**config.mk**
```make
export PLATFORM = sky130hd
export DESIGN_NAME = pipe_hazard_ctrl_flat
export DESIGN_NICKNAME = d
export VERILOG_FILES = /design/src/rtl/pipe_hazard_ctrl_pkg.sv /design/src/rtl/pipe_hazard_ctrl_if.sv /design/src/rtl/pipe_hazard_ctrl_hazard_detect.sv /design/src/rtl/pipe_hazard_ctrl.sv /design/src/flat_wrapper.sv
export SDC_FILE = /design/constraint.sdc
export NUM_CORES = 1
export LEC_CHECK = 0
export CORE_UTILIZATION = 30
export CTS_CLUSTER_SIZE = 16
export DETAILED_ROUTE_END_ITERATION = 8
export GPL_TIMING_DRIVEN = 0
export PLACE_DENSITY = 0.62
export SETUP_SLACK_MARGIN = 0.4
export SLEW_MARGIN = 20
export SYNTH_ARGS = -nofsm -noshare
export SYNTH_HDL_FRONTEND = slang
export SYNTH_SLANG_ARGS = --single-unit
```
**constraint.sdc**
```tcl
create_clock -name clk -period 1.9 [get_ports clk]
set_clock_uncertainty 0.05 [all_clocks]
set_input_delay 0.285 -clock clk [delete_from_list [all_inputs] [get_ports clk]]
set_output_delay 0.285 -clock clk [all_outputs]
set_load 0.02 [all_outputs]
```
**src/rtl/pipe_hazard_ctrl_pkg.sv**
```systemverilog
// Shared definitions for the pipeline sequencing controller: register index
// width, controller state encoding and the per-stage control bundle.
package pipe_hazard_ctrl_pkg;

  localparam int REG_W   = 4;
  localparam int STALL_W = 32;

  typedef logic [REG_W-1:0] reg_idx_t;

  typedef enum logic [1:0] {
    ST_RUN  = 2'd0,
    ST_WAIT = 2'd1,
    ST_ERR  = 2'd2
  } state_e;

  typedef struct packed {
    logic if_freeze;
    logic if_flush;
    logic id_bubble;
    logic pipe_freeze;
  } stage_ctrl_t;

  // True when a write-back producer targets the given source register.
  function automatic logic writes_to(input logic wb_en, input reg_idx_t dest,
                                     input reg_idx_t src);
    return wb_en && (dest == src);
  endfunction

endpackage

```
**src/rtl/pipe_hazard_ctrl_if.sv**
```systemverilog
// Pipeline-side bundle of the sequencing controller: hazard inputs, branch,
// SRAM handshake and the resulting per-stage controls.
interface pipe_hazard_ctrl_if;
  import pipe_hazard_ctrl_pkg::*;

  logic                id_valid;
  logic                two_src;
  reg_idx_t            src1;
  reg_idx_t            src2;
  logic                exe_wb_en;
  logic                exe_mem_r_en;
  reg_idx_t            exe_dest;
  logic                mem_wb_en;
  reg_idx_t            mem_dest;
  logic                fwd_en;
  logic                branch_taken;
  logic                mem_access;
  logic                sram_ready;

  logic                if_freeze;
  logic                if_flush;
  logic                id_bubble;
  logic                pipe_freeze;
  logic                mem_err;
  logic [STALL_W-1:0]  stall_cycles;

  modport master (
    output id_valid, two_src, src1, src2, exe_wb_en, exe_mem_r_en, exe_dest,
           mem_wb_en, mem_dest, fwd_en, branch_taken, mem_access, sram_ready,
    input  if_freeze, if_flush, id_bubble, pipe_freeze, mem_err, stall_cycles
  );

  modport slave (
    input  id_valid, two_src, src1, src2, exe_wb_en, exe_mem_r_en, exe_dest,
           mem_wb_en, mem_dest, fwd_en, branch_taken, mem_access, sram_ready,
    output if_freeze, if_flush, id_bubble, pipe_freeze, mem_err, stall_cycles
  );

endinterface

```
**src/rtl/pipe_hazard_ctrl_hazard_detect.sv**
```systemverilog
// Combinational data-hazard comparator. With forwarding only a load feeding
// the next instruction stalls; without it any pending write-back does.
module hazard_detect
  import pipe_hazard_ctrl_pkg::*;
(
  input  logic     id_valid,
  input  logic     two_src,
  input  reg_idx_t src1,
  input  reg_idx_t src2,
  input  logic     exe_wb_en,
  input  logic     exe_mem_r_en,
  input  reg_idx_t exe_dest,
  input  logic     mem_wb_en,
  input  reg_idx_t mem_dest,
  input  logic     fwd_en,
  output logic     hazard
);

  logic exe_hit;
  logic mem_hit;

  // NOTE: every variable gets a default at the top of an always_comb so no
  // path can leave it unassigned, which would otherwise infer a latch.
  always_comb begin
    hazard  = 1'b0;
    exe_hit = writes_to(exe_wb_en, exe_dest, src1) ||
              (two_src && writes_to(exe_wb_en, exe_dest, src2));
    mem_hit = writes_to(mem_wb_en, mem_dest, src1) ||
              (two_src && writes_to(mem_wb_en, mem_dest, src2));
    if (id_valid) begin
      hazard = fwd_en ? (exe_mem_r_en && exe_hit) : (exe_hit || mem_hit);
    end
  end

endmodule

```
**src/rtl/pipe_hazard_ctrl.sv**
```systemverilog
// Pipeline sequencing controller: merges data hazards, taken branches and the
// SRAM wait/timeout FSM into one prioritised set of stage controls.
module pipe_hazard_ctrl
  import pipe_hazard_ctrl_pkg::*;
#(
  parameter int MEM_TIMEOUT = 1023,
  parameter int CNT_W       = 10
) (
  input  logic               clk,
  input  logic               rst,
  pipe_hazard_ctrl_if.slave  bus
);

  localparam logic [CNT_W-1:0] TIMEOUT_CNT = CNT_W'(MEM_TIMEOUT);

  state_e              state_q, state_d;
  logic [CNT_W-1:0]    wait_cnt_q, wait_cnt_d;
  logic [STALL_W-1:0]  stall_cycles_q, stall_cycles_d;
  logic                hazard;
  logic                mem_stall;
  stage_ctrl_t         ctrl;

  hazard_detect u_hazard_detect (
    .id_valid     (bus.id_valid),
    .two_src      (bus.two_src),
    .src1         (bus.src1),
    .src2         (bus.src2),
    .exe_wb_en    (bus.exe_wb_en),
    .exe_mem_r_en (bus.exe_mem_r_en),
    .exe_dest     (bus.exe_dest),
    .mem_wb_en    (bus.mem_wb_en),
    .mem_dest     (bus.mem_dest),
    .fwd_en       (bus.fwd_en),
    .hazard       (hazard)
  );

  // The issue cycle of an access that is not ready already stalls, so the
  // freeze lines up with the access and drops in the ready cycle.
  always_comb begin : fsm_next
    state_d    = state_q;
    wait_cnt_d = wait_cnt_q;
    mem_stall  = 1'b0;
    case (state_q)
      ST_RUN: begin
        if (bus.mem_access && !bus.sram_ready) begin
          state_d    = ST_WAIT;
          wait_cnt_d = '0;
          mem_stall  = 1'b1;
        end
      end
      ST_WAIT: begin
        mem_stall = !bus.sram_ready;
        if (bus.sram_ready) begin
          state_d = ST_RUN;
        end else if (wait_cnt_q == TIMEOUT_CNT) begin
          state_d = ST_ERR;
        end else begin
          wait_cnt_d = wait_cnt_q + 1'b1;
        end
      end
      ST_ERR: begin
        mem_stall = 1'b1;
      end
      default: begin
        state_d = ST_RUN;
      end
    endcase
  end

  // Memory stall outranks branch, branch outranks hazard; the branch path
  // never freezes, so flush and freeze are mutually exclusive.
  always_comb begin : prio_mux
    ctrl = '0;
    if (mem_stall) begin
      ctrl.pipe_freeze = 1'b1;
      ctrl.if_freeze   = 1'b1;
    end else if (bus.branch_taken) begin
      ctrl.if_flush    = 1'b1;
      ctrl.id_bubble   = 1'b1;
    end else if (hazard) begin
      ctrl.if_freeze   = 1'b1;
      ctrl.id_bubble   = 1'b1;
    end
  end

  always_comb begin : stall_count
    stall_cycles_d = stall_cycles_q;
    if (ctrl.if_freeze && (stall_cycles_q != '1)) begin
      stall_cycles_d = stall_cycles_q + 1'b1;
    end
  end

  // NOTE: sequential state uses non-blocking assignments so all flops sample
  // pre-edge values; rst is in the sensitivity list to act without a clock.
  always_ff @(posedge clk or posedge rst) begin
    if (rst) begin
      state_q        <= ST_RUN;
      wait_cnt_q     <= '0;
      stall_cycles_q <= '0;
    end else begin
      state_q        <= state_d;
      wait_cnt_q     <= wait_cnt_d;
      stall_cycles_q <= stall_cycles_d;
    end
  end

  assign bus.if_freeze    = ctrl.if_freeze;
  assign bus.if_flush     = ctrl.if_flush;
  assign bus.id_bubble    = ctrl.id_bubble;
  assign bus.pipe_freeze  = ctrl.pipe_freeze;
  assign bus.mem_err      = (state_q == ST_ERR);
  assign bus.stall_cycles = stall_cycles_q;

endmodule

```
**src/flat_wrapper.sv**
```systemverilog
// flat-port wrapper written by rule: the top's interface ports become plain ports
module pipe_hazard_ctrl_flat import pipe_hazard_ctrl_pkg::*;
#(
  parameter int MEM_TIMEOUT = 1023,
  parameter int CNT_W       = 10
)
  (clk, rst, bus_id_valid, bus_two_src, bus_src1, bus_src2, bus_exe_wb_en, bus_exe_mem_r_en, bus_exe_dest, bus_mem_wb_en, bus_mem_dest, bus_fwd_en, bus_branch_taken, bus_mem_access, bus_sram_ready, bus_if_freeze, bus_if_flush, bus_id_bubble, bus_pipe_freeze, bus_mem_err, bus_stall_cycles);
  pipe_hazard_ctrl_if bus_i ();
  input  logic clk;
  input  logic rst;
  input wire logic [$bits(bus_i.id_valid)-1:0] bus_id_valid;
  input wire logic [$bits(bus_i.two_src)-1:0] bus_two_src;
  input wire logic [$bits(bus_i.src1)-1:0] bus_src1;
  input wire logic [$bits(bus_i.src2)-1:0] bus_src2;
  input wire logic [$bits(bus_i.exe_wb_en)-1:0] bus_exe_wb_en;
  input wire logic [$bits(bus_i.exe_mem_r_en)-1:0] bus_exe_mem_r_en;
  input wire logic [$bits(bus_i.exe_dest)-1:0] bus_exe_dest;
  input wire logic [$bits(bus_i.mem_wb_en)-1:0] bus_mem_wb_en;
  input wire logic [$bits(bus_i.mem_dest)-1:0] bus_mem_dest;
  input wire logic [$bits(bus_i.fwd_en)-1:0] bus_fwd_en;
  input wire logic [$bits(bus_i.branch_taken)-1:0] bus_branch_taken;
  input wire logic [$bits(bus_i.mem_access)-1:0] bus_mem_access;
  input wire logic [$bits(bus_i.sram_ready)-1:0] bus_sram_ready;
  output wire logic [$bits(bus_i.if_freeze)-1:0] bus_if_freeze;
  output wire logic [$bits(bus_i.if_flush)-1:0] bus_if_flush;
  output wire logic [$bits(bus_i.id_bubble)-1:0] bus_id_bubble;
  output wire logic [$bits(bus_i.pipe_freeze)-1:0] bus_pipe_freeze;
  output wire logic [$bits(bus_i.mem_err)-1:0] bus_mem_err;
  output wire logic [$bits(bus_i.stall_cycles)-1:0] bus_stall_cycles;
  assign bus_i.id_valid = bus_id_valid;
  assign bus_i.two_src = bus_two_src;
  assign bus_i.src1 = bus_src1;
  assign bus_i.src2 = bus_src2;
  assign bus_i.exe_wb_en = bus_exe_wb_en;
  assign bus_i.exe_mem_r_en = bus_exe_mem_r_en;
  assign bus_i.exe_dest = bus_exe_dest;
  assign bus_i.mem_wb_en = bus_mem_wb_en;
  assign bus_i.mem_dest = bus_mem_dest;
  assign bus_i.fwd_en = bus_fwd_en;
  assign bus_i.branch_taken = bus_branch_taken;
  assign bus_i.mem_access = bus_mem_access;
  assign bus_i.sram_ready = bus_sram_ready;
  assign bus_if_freeze = bus_i.if_freeze;
  assign bus_if_flush = bus_i.if_flush;
  assign bus_id_bubble = bus_i.id_bubble;
  assign bus_pipe_freeze = bus_i.pipe_freeze;
  assign bus_mem_err = bus_i.mem_err;
  assign bus_stall_cycles = bus_i.stall_cycles;
  pipe_hazard_ctrl #(.MEM_TIMEOUT(MEM_TIMEOUT), .CNT_W(CNT_W)) u_core (.clk(clk), .rst(rst), .bus(bus_i));
endmodule
```
**After elaboration in Yosys (flattened, before gate mapping)**

Cells that the tools add are included.
W data, S select, Z words.

- Bitwise logic cells: 1
- Eq/ne operators: 12
- $add $sub $neg: 2
- Reductions and logical operators: 17
- Mux-type cells: 19

Operators by type and width:

| cell | count |
|---|---|
| $add A32 B1 Y32 const B | 1 |
| $ne A32 B32 Y1 const B | 1 |
| $mux W10 | 3 |
| $pmux W10 S2 | 1 |
| $eq A4 B4 Y1 | 4 |
| $add A10 B1 Y10 const B | 1 |
| $eq A10 B10 Y1 const B | 1 |
| $logic_and A1 B1 Y1 | 9 |
| $mux W1 | 9 |
| $mux W2 | 4 |
| $pmux W2 S3 | 1 |
| $ne A2 B2 Y1 const B | 2 |
| $reduce_and A4 Y1 | 1 |
| $logic_or A1 B1 Y1 | 3 |
| $ne A3 B2 Y1 const B | 1 |
| $pmux W1 S3 | 1 |
| $reduce_and A3 Y1 | 1 |
| $eq A2 B1 Y1 const B | 1 |
| $eq A2 B2 Y1 const B | 1 |
| $logic_not A2 Y1 | 1 |
| $ne A2 B1 Y1 const B | 1 |
| $reduce_bool A2 Y1 | 1 |
| $logic_not A1 Y1 | 1 |
| $not A1 Y1 | 1 |

- Register bits: 44
- Word-level logic and storage cells: 54
- Output and inout bits: 37

**Logic depth before layout (Yosys ltp)**

Gate-level depths: netlist of run 1.

- Depth after elaboration: 11
- Depth in mapped cells: 9
- Gate-level depth less buffers: 8

**Modules after synthesis**

From an unflattened synthesis of run 1, not the netlist that was laid out.

- Cell total of the unflattened synthesis: 252
- Area total of the unflattened synthesis: 2416.1 um^2

By module, submodules not included:

| module | times used | cells an instance | area each (um^2) |
|---|---|---|---|
| pipe_hazard_ctrl | 1 | 226 | 2218.4 |
| hazard_detect | 1 | 26 | 197.7 |

**Worst setup path before layout of run 1**

OpenSTA, ideal clock, no wires.

- Path type: reg2reg
- Start: reg u_core.stall_cycles_q[9] (netlist: u_core.bus.stall_cycles[9])
- End: reg u_core.stall_cycles_q[31] (netlist: u_core.bus.stall_cycles[31])
- Arrival: 2.017 ns
- Path slack: -0.299 ns
- Stages on the path, launching flop included: 10
- Path buffers: 1
- Clock period less this slack: 2.199 ns
- Setup time: 0.132 ns
- Path through: dfrtp_1 > nand3_1 > nor2_2 > nand2_1 > nor4_2 > nand4_1 > nand4_1 > buf_4 > nor3_1 > xor2_1

- Word-level cells in the longest chain between the ends: 2
- Elaborated cells on any way between the ends: 3
- Those cells by class: 1 x add/sub; 1 x eq/ne; 1 x reduce/logical

RTL lines:

| element | line | RTL |
|---|---|---|
| start: declaration | pipe_hazard_ctrl.sv:18 | `logic [STALL_W-1:0] stall_cycles_q, stall_cycles_d;` |
| start signal: assignment | pipe_hazard_ctrl.sv:103 | `stall_cycles_q <= stall_cycles_d;` |
| branches (longest 2 deep; another with $add A32 B1 Y32) | - |  |

Parallel ways; which one is timed is not known.
A chain may end at the register's enable or synchronous reset.

**Final worst setup path of run 1**

- Start: in bus_src1[2]
- End: out bus_if_freeze

- Word-level cells in the longest chain between the ends: 9
- Elaborated cells on any way between the ends: 13
- Those cells by class: 2 x eq/ne; 5 x mux; 6 x reduce/logical

RTL lines:

| element | line | RTL |
|---|---|---|
| start: declaration | flat_wrapper.sv:13 | `input wire logic [$bits(bus_i.src1)-1:0] bus_src1;` |
| $eq A4 B4 Y1 | pipe_hazard_ctrl_pkg.sv:26 | `return wb_en && (dest == src);` |
| $logic_and A1 B1 Y1 | pipe_hazard_ctrl_pkg.sv:26 |  |
| $logic_or A1 B1 Y1 (on tied branches) | pipe_hazard_ctrl_hazard_detect.sv:26, pipe_hazard_ctrl_hazard_detect.sv:28 |  |
| $logic_or A1 B1 Y1 / $logic_and A1 B1 Y1 (equally long branches) | pipe_hazard_ctrl_hazard_detect.sv:31 | `hazard = fwd_en ? (exe_mem_r_en && exe_hit) : (exe_hit \|\| mem_hit);` |
| $mux W1 (*) | pipe_hazard_ctrl_hazard_detect.sv:31 |  |
| $mux W1 (*) | pipe_hazard_ctrl_hazard_detect.sv:30 | `if (id_valid) begin` |
| $mux W1 (*) | pipe_hazard_ctrl.sv:80 | `end else if (hazard) begin` |
| $mux W1 (*) | pipe_hazard_ctrl.sv:77 | `end else if (bus.branch_taken) begin` |
| $mux W1 (*) | pipe_hazard_ctrl.sv:74 | `if (mem_stall) begin` |
| end: declaration | flat_wrapper.sv:24 | `output wire logic [$bits(bus_i.if_freeze)-1:0] bus_if_freeze;` |

Every way passes the cells marked *; elsewhere a longest branch is shown, timed or not.

==> impl_metrics.env, run 1 <==
export IMPL_drtAntennaViolNets=0
export IMPL_synthMostInstantiatedCell="dfrtp_1"
export IMPL_drc=0
export IMPL_cp_slowest_stage_delay_ps=540
export IMPL_synth_flop_cell="dfrtp_1"
export IMPL_worstRegToRegCells=8
export IMPL_violations="negative setup slack"
export IMPL_first_global_vias=2112
export IMPL_irDropWorstVdd_v=0.000378
export IMPL_crit_chain="buf_6 -> xor2_2 -> nor3_2 -> and4_1 -> or4_4 -> a31o_4 -> buf_6"
export IMPL_cts_root_buf="clkbuf_8"
export IMPL_vias=2148
export IMPL_ys_ff_latch=44
export IMPL_post_drt_wl_per_cell_um=14.6
export IMPL_ys_top_cells_by_area="dfrtp_1 48%, xor2_1 11%, xnor2_1 8.4%"
export IMPL_syn_nets=258
export IMPL_syn_area_um2=2300
export IMPL_dieArea_um2=8010
export IMPL_n_fill_cell=618
export IMPL_finalCritPeriodShare_pct=108
export IMPL_min_path_type="input pin to asynchronous set/reset pin"
export IMPL_p_per_area_nw_per_um2=681
export IMPL_slew_headroom_pct=64.5
export IMPL_cts_made_buffers=5
export IMPL_wl_um=6530
export IMPL_rsz0062_at_grt="true"
export IMPL_core_area_um2=7330
export IMPL_reg2reg_setup_slack_ps=-100
export IMPL_yosysWarnings=0
export IMPL_crit_type="input pin to primary output"
export IMPL_synth_top_area_share_pct=47.9
export IMPL_avgSynthCellArea_um2=10.0
export IMPL_clk_pin_slew_ps=90
export IMPL_ys_top_cells_by_count="44 x dfrtp_1, 30 x xor2_1, 23 x nor2_1, 22 x xnor2_1"
export IMPL_dp_hpwl_um=3840
export IMPL_clock_latency_ps=300
export IMPL_worstPathMaxFanout=5
export IMPL_finalSetupViolations=33
export IMPL_synth_edf_count=0
export IMPL_grt_max_degree=29
export IMPL_drt_pre_antenna_iters=4
export IMPL_grt_pass1_wl_um=9750
export IMPL_rr_startpoint="u_core.bus.stall_cycles[13]$_DFFE_PP0P_"
export IMPL_ys_seq_area_share_pct=47.9
export IMPL_die_y_um=89.5
export IMPL_cts_max_level=2
export IMPL_post_route_cells_drive_above_1_share_pct=50.7
export IMPL_gr_total_overflow=0
export IMPL_cp_required_ps=1560
export IMPL_placed_cells=392
export IMPL_whs_ps=234
export IMPL_hold_viol=0
export IMPL_rows=31
export IMPL_cts_max_path_buffers=2
export IMPL_cp_arrival_ps=1720
export IMPL_antenna_diode_count=0
export IMPL_crit_top_cell="buf_6"
export IMPL_ios=64
export IMPL_start_util_pct=31.3
export IMPL_syn_to_final_growth_pct=78.9
export IMPL_cp_start_kind="input pin"
export IMPL_synth_cell_types=29
export IMPL_worst_path_max_delay_cell="or4_4"
export IMPL_tightest_slew_ps=530
export IMPL_final_cell_count_no_fill=446
export IMPL_holdBufCountCts=0
export IMPL_async_flop_share_pct=100
export IMPL_via_per_inst=4.82
export IMPL_r2r_end="u_core.bus.stall_cycles[27]$_DFFE_PP0P_"
export IMPL_maxSlewViolCount=0
export IMPL_period_minus_slack_ps=2050
export IMPL_port_buffers=63
export IMPL_drt_iter0_drc=81
export IMPL_cap_violations=0
export IMPL_cts_sinks=44
export IMPL_cts_tree="yes"
export IMPL_synth_area_leader_cell="dfrtp_1"
export IMPL_clock_fmax_mhz=487
export IMPL_power_leakage_uw=0.00198
export IMPL_gp_congestion=0.748
export IMPL_fin_ws_ps=-153
export IMPL_synthesis_instances=229
export IMPL_outcome="finished with violations"
export IMPL_antenna_found_initial=0
export IMPL_track_usage_pct=16.2
export IMPL_nets=375
export IMPL_die_w_um=89.5
export IMPL_cp_end_kind="primary output"
==> final cells by class <==
type	instances	area [um2]	share of cell area, %
Multi-Input combinational cell	173	1710	41.6
Sequential cell	44	1110	27.1
Timing Repair Buffer	110	963	23.4
Tap cell	99	124	3.01
Clock buffer	6	72.6	1.77
Clock inverter	2	60.1	1.46
Inverter	10	37.5	0.914
Buffer	2	26.3	0.639
==> per-stage QoR <==
stage | power [uW] | utilization (%) | setup WS (ps) | TNS [ps] | cell area (um2)
after floorplan | 1440 | - | -85.4 | -1620 | 2390
after global placement | 1710 | 42.8 | -902 | -45320 | 3140
after detailed placement | 1720 | 43.1 | -913 | -25590 | 3160
after CTS | 2710 | 50.5 | -138 | -2140 | 3700
final | 2800 | 56.1 | -153 | -1970 | 4110
after global routing | 2930 | 56.1 | -197 | -3860 | 4110
==> registers in the layout (all words and copies together), names as in the netlist <==
register and flops:
u_core.wait_cnt_q 10, u_core.bus.stall_cycles 32, u_core.state_q 2
==> placed cells by master, fill, tap and decap left out, types with 3 or more instances in the layout <==
cell,count
buf_4,38
dlygate4sd2_1,35
dfrtp_1,33
xor2_1,26
buf_6,18
xnor2_1,15
nand2_1,12
dfrtp_2,11
nand3_4,10
nand4_1,10
nor2_4,9
nor2_2,8
inv_1,7
xnor2_2,7
nor3_4,7
nor2_1,7
clkbuf_2,7
nor3_2,6
nand3_1,6
clkbuf_8,5
and3_1,4
xor2_2,4
buf_2,4
inv_2,3
nand2_4,3
and3_4,3
and2_4,3
a22o_1,3
clkdlybuf4s50_1,3
==> critical path: cells and delay by family <==
kind,cells,cell delay [ps]
AO/OA/AOI/OAI,1,260
buffers and inverters,2,240
AND/OR/NAND/NOR,3,760
XOR/XNOR,1,170
==> how the worst max path moves through the flow <==
stage / end / startpoint
final: bus_if_freeze / bus_src1[2]
after global routing: u_core.bus.stall_cycles[27]$_DFFE_PP0P_ / u_core.bus.stall_cycles[14]$_DFFE_PP0P_
after CTS: bus_if_freeze / bus_mem_dest[1]
after detailed placement: bus_if_freeze / bus_src1[1]
after global placement: bus_if_freeze / bus_src1[3]
after floorplan: u_core.bus.stall_cycles[31]$_DFFE_PP0P_ / bus_mem_dest[1]
==> report_power, final <==
part	leakage, uW	internal, uW	switching (uW)	total [uW]
combinational	0.00135	407	407	815
clock	0.0000654	526	325	851
sequential	0.000570	1030	105	1130
==> routing by layer <==
metal | up-vias | share of wire, % | global-route usage [%]
met4 | 0 | 1.4 | 5.92
met2 | 58 | 53 | 27.7
met3 | 8 | 4.7 | 4.25
met5 | - | 0 | 0
met1 | 1063 | 41 | 19.7
li1 | 1019 | - | -
==> cells by family after synthesis <==
logic type / after synthesis / synth area share (%)
and+or+nand+nor: 104 / 23.9
muxes: 2 / 0.980
AOI/OAI and AO/OA: 13 / 3.87
xor gates and xnor gates: 52 / 19.8
DFF: 44 / 47.9
adders and majority gates: 2 / 1.09
buffers and inverters: 12 / 2.45
==> repair_timing <==
action	4_1_cts	5_1_grt
endpoints found under the setup margin	79	51
setup buffers	27	17
cloned	2	0
resized for setup	177	75
pin swaps	43	47
Note: power is estimated with default switching activity, not from simulation.
==> inputs of run 2 (changes only) <==
--- a/config.mk
+++ b/config.mk
@@ -5,7 +5,9 @@
 export SDC_FILE = /design/constraint.sdc
 export NUM_CORES = 1
 export LEC_CHECK = 0
+export CORE_MARGIN = 2
 export CORE_UTILIZATION = 30
+export CTS_BUF_LIST = sky130_fd_sc_hd__clkbuf_8
 export CTS_CLUSTER_SIZE = 16
 export DETAILED_ROUTE_END_ITERATION = 8
 export GPL_TIMING_DRIVEN = 0
==> constraint.sdc (replaced) <==
create_clock -name clk -period 1.9 [get_ports clk]
set_clock_uncertainty 0.05 [all_clocks]
set_input_delay 0.285 -clock clk [delete_from_list [all_inputs] [get_ports clk]]
set_output_delay 0.285 -clock clk [all_outputs]
set_load 0.005 [all_outputs]
==> run 2 against run 1 <==
  * The flow still finishes with violations (negative setup slack)
  * Die area rose by 4.5%
  * Sequential share of layout area decreased by 1.5 points
  * Critical path type is now flip-flop to flip-flop
  * Power up 1.2%
  * Largest cell class unchanged
  * Non-clock buffer count is 27 higher
  * Hold slack gained 6.3 ps
  * Combinational power fell by 6.4%
  * Highest routed layer unchanged
  * Fmax decreased by 1.8%
  * Critical endpoint is now u_core.bus.stall_cycles[20]$_DFFE_PP0P_
  * Final area increased by 5.0%
==> impl_metrics.env, run 2 (synthesis gave the netlist of run 1 again) <==
export IMPL_outcome="finished with violations"
export IMPL_violations="negative setup slack"
export IMPL_drt_iter0_drc=66
export IMPL_cts_sinks=44
export IMPL_pre_cts_slack_ps=-852
export IMPL_rsz0062_at_grt="true"
export IMPL_holdBufCountCts=0
export IMPL_met2_usage_pct=28.1
export IMPL_critPathTopFamily="simple AND/OR/NAND/NOR gates"
export IMPL_via_per_inst=4.68
export IMPL_clock_latency_ps=300
export IMPL_gp_congestion=0.735
export IMPL_cp_start_kind="flip-flop"
export IMPL_dp_hpwl_um=3930
export IMPL_crit_top_cell="nand3_4"
export IMPL_syn_to_final_growth_pct=87.9
export IMPL_vias=2215
export IMPL_clk_pin_slew_ps=80
export IMPL_grt_max_degree=28
export IMPL_cts_root_buf="clkbuf_8"
export IMPL_cts_made_buffers=5
export IMPL_cp_arrival_ps=2220
export IMPL_nets=402
export IMPL_ios=64
export IMPL_dieArea_um2=8370
export IMPL_antenna_diode_count=0
export IMPL_drc=0
export IMPL_cts_max_path_buffers=2
export IMPL_fin_ws_ps=-190
export IMPL_whs_ps=240
export IMPL_antenna_found_initial=0
export IMPL_wl_um=6710
export IMPL_maxSlewViolCount=0
export IMPL_largest_reg_flops=32
export IMPL_grt_pass1_wl_um=10800
export IMPL_cts_tree="yes"
export IMPL_reg2reg_setup_slack_ps=-190
export IMPL_use_met1_pct=19.2
export IMPL_die_w_um=91.5
export IMPL_period_minus_slack_ps=2090
export IMPL_drt_pre_antenna_iters=4
export IMPL_post_route_cells_drive_above_1_share_pct=51.6
export IMPL_drtAntennaViolNets=0
export IMPL_slew_headroom_pct=63.0
export IMPL_first_global_vias=2306
export IMPL_p_per_area_nw_per_um2=656
export IMPL_port_buffers=63
export IMPL_n_fill_cell=616
export IMPL_grtUsageMet3_pct=4.23
export IMPL_clock_fmax_mhz=478
export IMPL_tightest_slew_ps=552
export IMPL_die_y_um=91.5
export IMPL_finalSetupViolations=33
export IMPL_crit_chain="nand3_4 -> nor2_4 -> nand2_4 -> nor4_4 -> nand4_1 -> buf_4 -> nand3_4 -> nor3_2 -> xor2_1"
export IMPL_post_drt_wl_per_cell_um=14.2
export IMPL_hold_viol=0
export IMPL_cts_max_level=2
export IMPL_rows=31
export IMPL_top_usage_layer="met2"
export IMPL_cp_end_kind="flip-flop"
export IMPL_min_path_type="input pin to asynchronous set/reset pin"
export IMPL_worstPathMaxFanout=7
export IMPL_crit_type="flip-flop to flip-flop"
export IMPL_irDropWorstVdd_v=0.000363
export IMPL_gr_total_overflow=0
export IMPL_path_buf_inv=1
export IMPL_power_leakage_uw=0.00215
export IMPL_worst_path_max_delay_cell="dfrtp_1"
export IMPL_cap_violations=0
export IMPL_cp_slowest_stage_delay_ps=400
export IMPL_layout_common_cells="55 x buf_4, 41 x dfrtp_1, 34 x dlygate4sd2_1"
export IMPL_finalCritPeriodShare_pct=110
export IMPL_track_usage_pct=16.0
export IMPL_cp_required_ps=2030
export IMPL_start_util_pct=31.3
export IMPL_core_area_um2=7330
export IMPL_layout_commonest_cell="buf_4"
==> run 2: cell types whose count changed in the layout (fill, tap and decap cells not counted), sizes merged <==
cell and delta:
buf +29, clkbuf -2, bufinv +1, dlygate4sd2 -1
==> run 2: layout make-up <==
type | instances | area, um2 | share of cell area, %
multi-input cells | 173 | 1680 | 38.9
well taps | 99 | 124 | 2.87
clock buffers | 5 | 68.8 | 1.59
plain buffers | 2 | 26.3 | 0.609
flip-flops and latches | 44 | 1100 | 25.6
repair buffers | 137 | 1180 | 27.5
clock inverters | 3 | 90.1 | 2.09
inverters | 10 | 37.5 | 0.870
==> run 2: final timing paths <==
kind                                                          from                                 endpoint  cells after the start
min in group clk           u_core.bus.stall_cycles[20]$_DFFE_PP0P_  u_core.bus.stall_cycles[20]$_DFFE_PP0P_                      1
setup / recovery           u_core.bus.stall_cycles[10]$_DFFE_PP0P_  u_core.bus.stall_cycles[20]$_DFFE_PP0P_                      9
max in group asynchronous                                      rst            u_core.state_q[0]$_DFFE_PP0P_                      3
setup reg to reg           u_core.bus.stall_cycles[10]$_DFFE_PP0P_  u_core.bus.stall_cycles[20]$_DFFE_PP0P_                      9
hold / removal                                                 rst  u_core.bus.stall_cycles[14]$_DFFE_PP0P_                      2
hold reg to reg            u_core.bus.stall_cycles[20]$_DFFE_PP0P_  u_core.bus.stall_cycles[20]$_DFFE_PP0P_                      1
==> run 2: metrics by stage <==
step                total power, uW  cells  TNS (ps)  cell area [um2]  util (%)
finish                         2830    473     -4300             4320      58.9
global placement               1620    391    -43720             3130      42.6
floorplan                      1350    229     -1840             2370         -
detailed placement             1620    392    -27090             3150      42.9
global route                   2960    473     -8410             4320      58.9
CTS                            2760    460     -3240             4010      54.7
==> run 2: routing by layer <==
layer / up-vias / routed length (um)
met5: - / 0
li1: 1068 / -
met1: 1072 / 2770
met2: 67 / 3430
met4: 0 / 108
met3: 8 / 399
==> run 2: timing repair <==
| item | CTS | global route |
|---|---|---|
| gates resized for setup | 200 | 55 |
| setup buffers | 58 | 13 |
| gates cloned | 2 | 0 |
| setup endpoints to repair | 79 | 48 |
| pin swaps | 58 | 37 |
==> run 2: power breakdown <==
part | switching, uW | leakage [uW] | internal, uW
clock | 336 | 0.0000784 | 658
combinational | 333 | 0.00149 | 430
sequential | 57.0 | 0.000580 | 1020
total | 726 | 0.00215 | 2100
==> inputs of run 3 (changes only) <==
--- a/config.mk
+++ b/config.mk
@@ -11,6 +11,7 @@
 export CTS_CLUSTER_SIZE = 16
 export DETAILED_ROUTE_END_ITERATION = 8
 export GPL_TIMING_DRIVEN = 0
+export MAX_ROUTING_LAYER = met4
 export PLACE_DENSITY = 0.62
 export SETUP_SLACK_MARGIN = 0.4
 export SLEW_MARGIN = 20
==> constraint.sdc (replaced) <==
create_clock -name clk -period 1.8 [get_ports clk]
set_clock_uncertainty 0.05 [all_clocks]
set_input_delay 0.27 -clock clk [delete_from_list [all_inputs] [get_ports clk]]
set_output_delay 0.27 -clock clk [all_outputs]
set_load 0.005 [all_outputs]
==> run 3 against run 2 <==
  * The run still ends with negative setup slack left
  * Sequential cell count did not move
  * Global-route usage up 1.7 points
  * Sequential power up 7%
  * Register-to-register slack got worse by 50 ps
  * Routed wire length up 12%
  * Die area is the same
  * Power shrank 2.5%
  * Critical path depth is 2 higher
  * Clock-buffer cell count grew 1
  * Final area is 3.9% higher
  * Critical endpoint is now u_core.bus.stall_cycles[11]$_DFFE_PP0P_
  * Largest power group unchanged
  * Highest routed layer unchanged
==> impl_metrics.env, run 3 (synthesis gave the netlist of run 1 again) <==
export IMPL_rows=31
export IMPL_tightest_slew_ps=297
export IMPL_drt_pre_antenna_iters=4
export IMPL_core_area_um2=7330
export IMPL_rr_startpoint="u_core.bus.stall_cycles[11]$_DFFE_PP0P_"
export IMPL_cp_end_kind="flip-flop"
export IMPL_die_w_um=91.5
export IMPL_power_frac_clock_pct=23.3
export IMPL_start_util_pct=31.3
export IMPL_clk_pin_slew_ps=80
export IMPL_finalCritPeriodShare_pct=114
export IMPL_grt_max_degree=34
export IMPL_cts_tree="yes"
export IMPL_power_share_sequential_pct=41.8
export IMPL_dpl_cell_area_um2=3150
export IMPL_track_usage_pct=17.8
export IMPL_antenna_diode_count=0
export IMPL_irDropWorstVdd_v=0.000371
export IMPL_ios=64
export IMPL_clock_fmax_mhz=487
export IMPL_first_global_vias=2489
export IMPL_slew_headroom_pct=80.2
export IMPL_rsz0062_at_grt="true"
export IMPL_cp_arrival_ps=2180
export IMPL_antenna_found_initial=0
export IMPL_fin_ws_ps=-255
export IMPL_layout_common_cells="57 x buf_6, 55 x buf_4, 41 x dfrtp_1"
export IMPL_clock_latency_ps=300
export IMPL_cts_max_path_buffers=2
export IMPL_finalSetupViolations=36
export IMPL_port_buffers=63
export IMPL_tns_ps=-5890
export IMPL_largest_reg_flops=32
export IMPL_drc=0
export IMPL_worst_path_max_delay_cell="or4_4"
export IMPL_cp_slowest_stage_delay_ps=480
export IMPL_violations="negative setup slack"
export IMPL_via_per_inst=4.86
export IMPL_cts_sinks=44
export IMPL_cp_start_kind="input pin"
export IMPL_cts_root_buf="clkbuf_8"
export IMPL_gp_congestion=0.765
export IMPL_comb_power_share_pct=34.9
export IMPL_finalInstanceArea_um2=4480
export IMPL_cp_required_ps=1930
export IMPL_outcome="finished with violations"
export IMPL_wl_um=7510
export IMPL_gr_total_overflow=0
export IMPL_vias=2413
export IMPL_die_y_um=91.5
export IMPL_worstPathMaxFanout=5
export IMPL_switchingPower_uw=811
export IMPL_post_route_cells_drive_above_1_share_pct=57.4
export IMPL_p_int_uw=1950
export IMPL_r2r_end="u_core.bus.stall_cycles[11]$_DFFE_PP0P_"
export IMPL_post_drt_wl_per_cell_um=15.1
export IMPL_placed_cells=392
export IMPL_sw_frac_of_total_pct=29.4
export IMPL_crit_top_cell="buf_6"
export IMPL_syn_to_final_growth_pct=95.2
export IMPL_crit_type="input pin to flip-flop"
export IMPL_path_buf_inv=3
export IMPL_grt_pass1_wl_um=11500
export IMPL_maxSlewViolCount=0
export IMPL_period_minus_slack_ps=2060
export IMPL_cts_made_buffers=5
export IMPL_pre_cts_slack_ps=-882
export IMPL_nets=425
export IMPL_worstRegToRegCells=9
export IMPL_crit_chain="buf_6 -> xor2_1 -> nor3_2 -> and4_1 -> or4_4 -> a31o_4 -> buf_6 -> nand4_1 -> buf_6 -> nor2_4 -> xor2_1"
export IMPL_drt_iter0_drc=66
export IMPL_layout_commonest_cell="buf_6"
export IMPL_dp_hpwl_um=3900
export IMPL_drtAntennaViolNets=0
export IMPL_holdBufCountCts=0
export IMPL_cts_max_level=2
export IMPL_power_leakage_uw=0.00217
export IMPL_hold_viol=0
export IMPL_p_per_area_nw_per_um2=616
export IMPL_reg2reg_setup_slack_ps=-240
export IMPL_cap_violations=0
export IMPL_final_cell_count_no_fill=496
export IMPL_dieArea_um2=8370
export IMPL_critPathTopFamily="simple AND/OR/NAND/NOR gates"
export IMPL_min_path_type="input pin to asynchronous set/reset pin"
[run 3: per-layer routing]
metal	vias up	track usage [%]	share of wire, %
met3	25	4.40	5.4
met4	0	8.21	3.7
met1	1176	19.8	40
met5	-	-	0
met2	92	29.9	51
li1	1120	-	-
[run 3: worst reg2reg max path, cell delays in order (launching register included)]
cell and delay, ps:
dfrtp_1 410, nand3_4 100, nor2_4 120, nand2_4 80, nor4_4 340, nand4_1 210
nand4_1 230, buf_6 200, nor2_4 50, xor2_1 150
[run 3: repair_timing]
| item | 4_1_cts | 5_1_grt |
|---|---|---|
| buffers inserted | 73 | 21 |
| gates resized for setup | 240 | 84 |
| pin swaps | 50 | 35 |
| cloned | 1 | 1 |
| endpoints found under the setup margin | 79 | 65 |
[run 3: layout make-up]
cell class | instances | area, um2
fillers | 589 | 2850
multi-input cells | 173 | 1650
repair buffers | 160 | 1440
flip-flops and latches | 44 | 1100
well taps | 99 | 124
clock buffers | 6 | 82.6
inverters | 10 | 40.0
plain buffers | 2 | 31.3
clock inverters | 2 | 7.51
[run 3: per-stage QoR]
step | utilization (%) | power, uW | hold WS, ps
after floorplan | - | 1430 | 401
after global placement | 42.6 | 1710 | 429
after detailed placement | 42.9 | 1720 | 430
after CTS | 55.9 | 2530 | 193
after global routing | 61.2 | 2890 | 230
final | 61.2 | 2760 | 189
[run 3: power groups by stage]
stage	clock network [uW]	logic (uW)	registers, uW
floorplan	0	243	1180
global placement	0	515	1190
detailed placement	0	526	1190
CTS	644	750	1130
global route	697	1030	1160
finish	642	965	1150
[run 3: how the worst max path moves through the flow]
stage / start / endpoint / slack (ps) / depth (start not counted)
2_1_floorplan: u_core.bus.stall_cycles[2]$_DFFE_PP0P_ / u_core.bus.stall_cycles[27]$_DFFE_PP0P_ / -190 / 9
3_3_place_gp: bus_mem_dest[1] / bus_if_freeze / -890 / 7
3_5_place_dp: bus_mem_dest[1] / bus_if_freeze / -880 / 7
4_1_cts: bus_mem_dest[2] / u_core.bus.stall_cycles[31]$_DFFE_PP0P_ / -230 / 11
5_1_grt: u_core.bus.stall_cycles[2]$_DFFE_PP0P_ / u_core.bus.stall_cycles[31]$_DFFE_PP0P_ / -340 / 9
6_report: bus_mem_dest[2] / u_core.bus.stall_cycles[11]$_DFFE_PP0P_ / -260 / 11
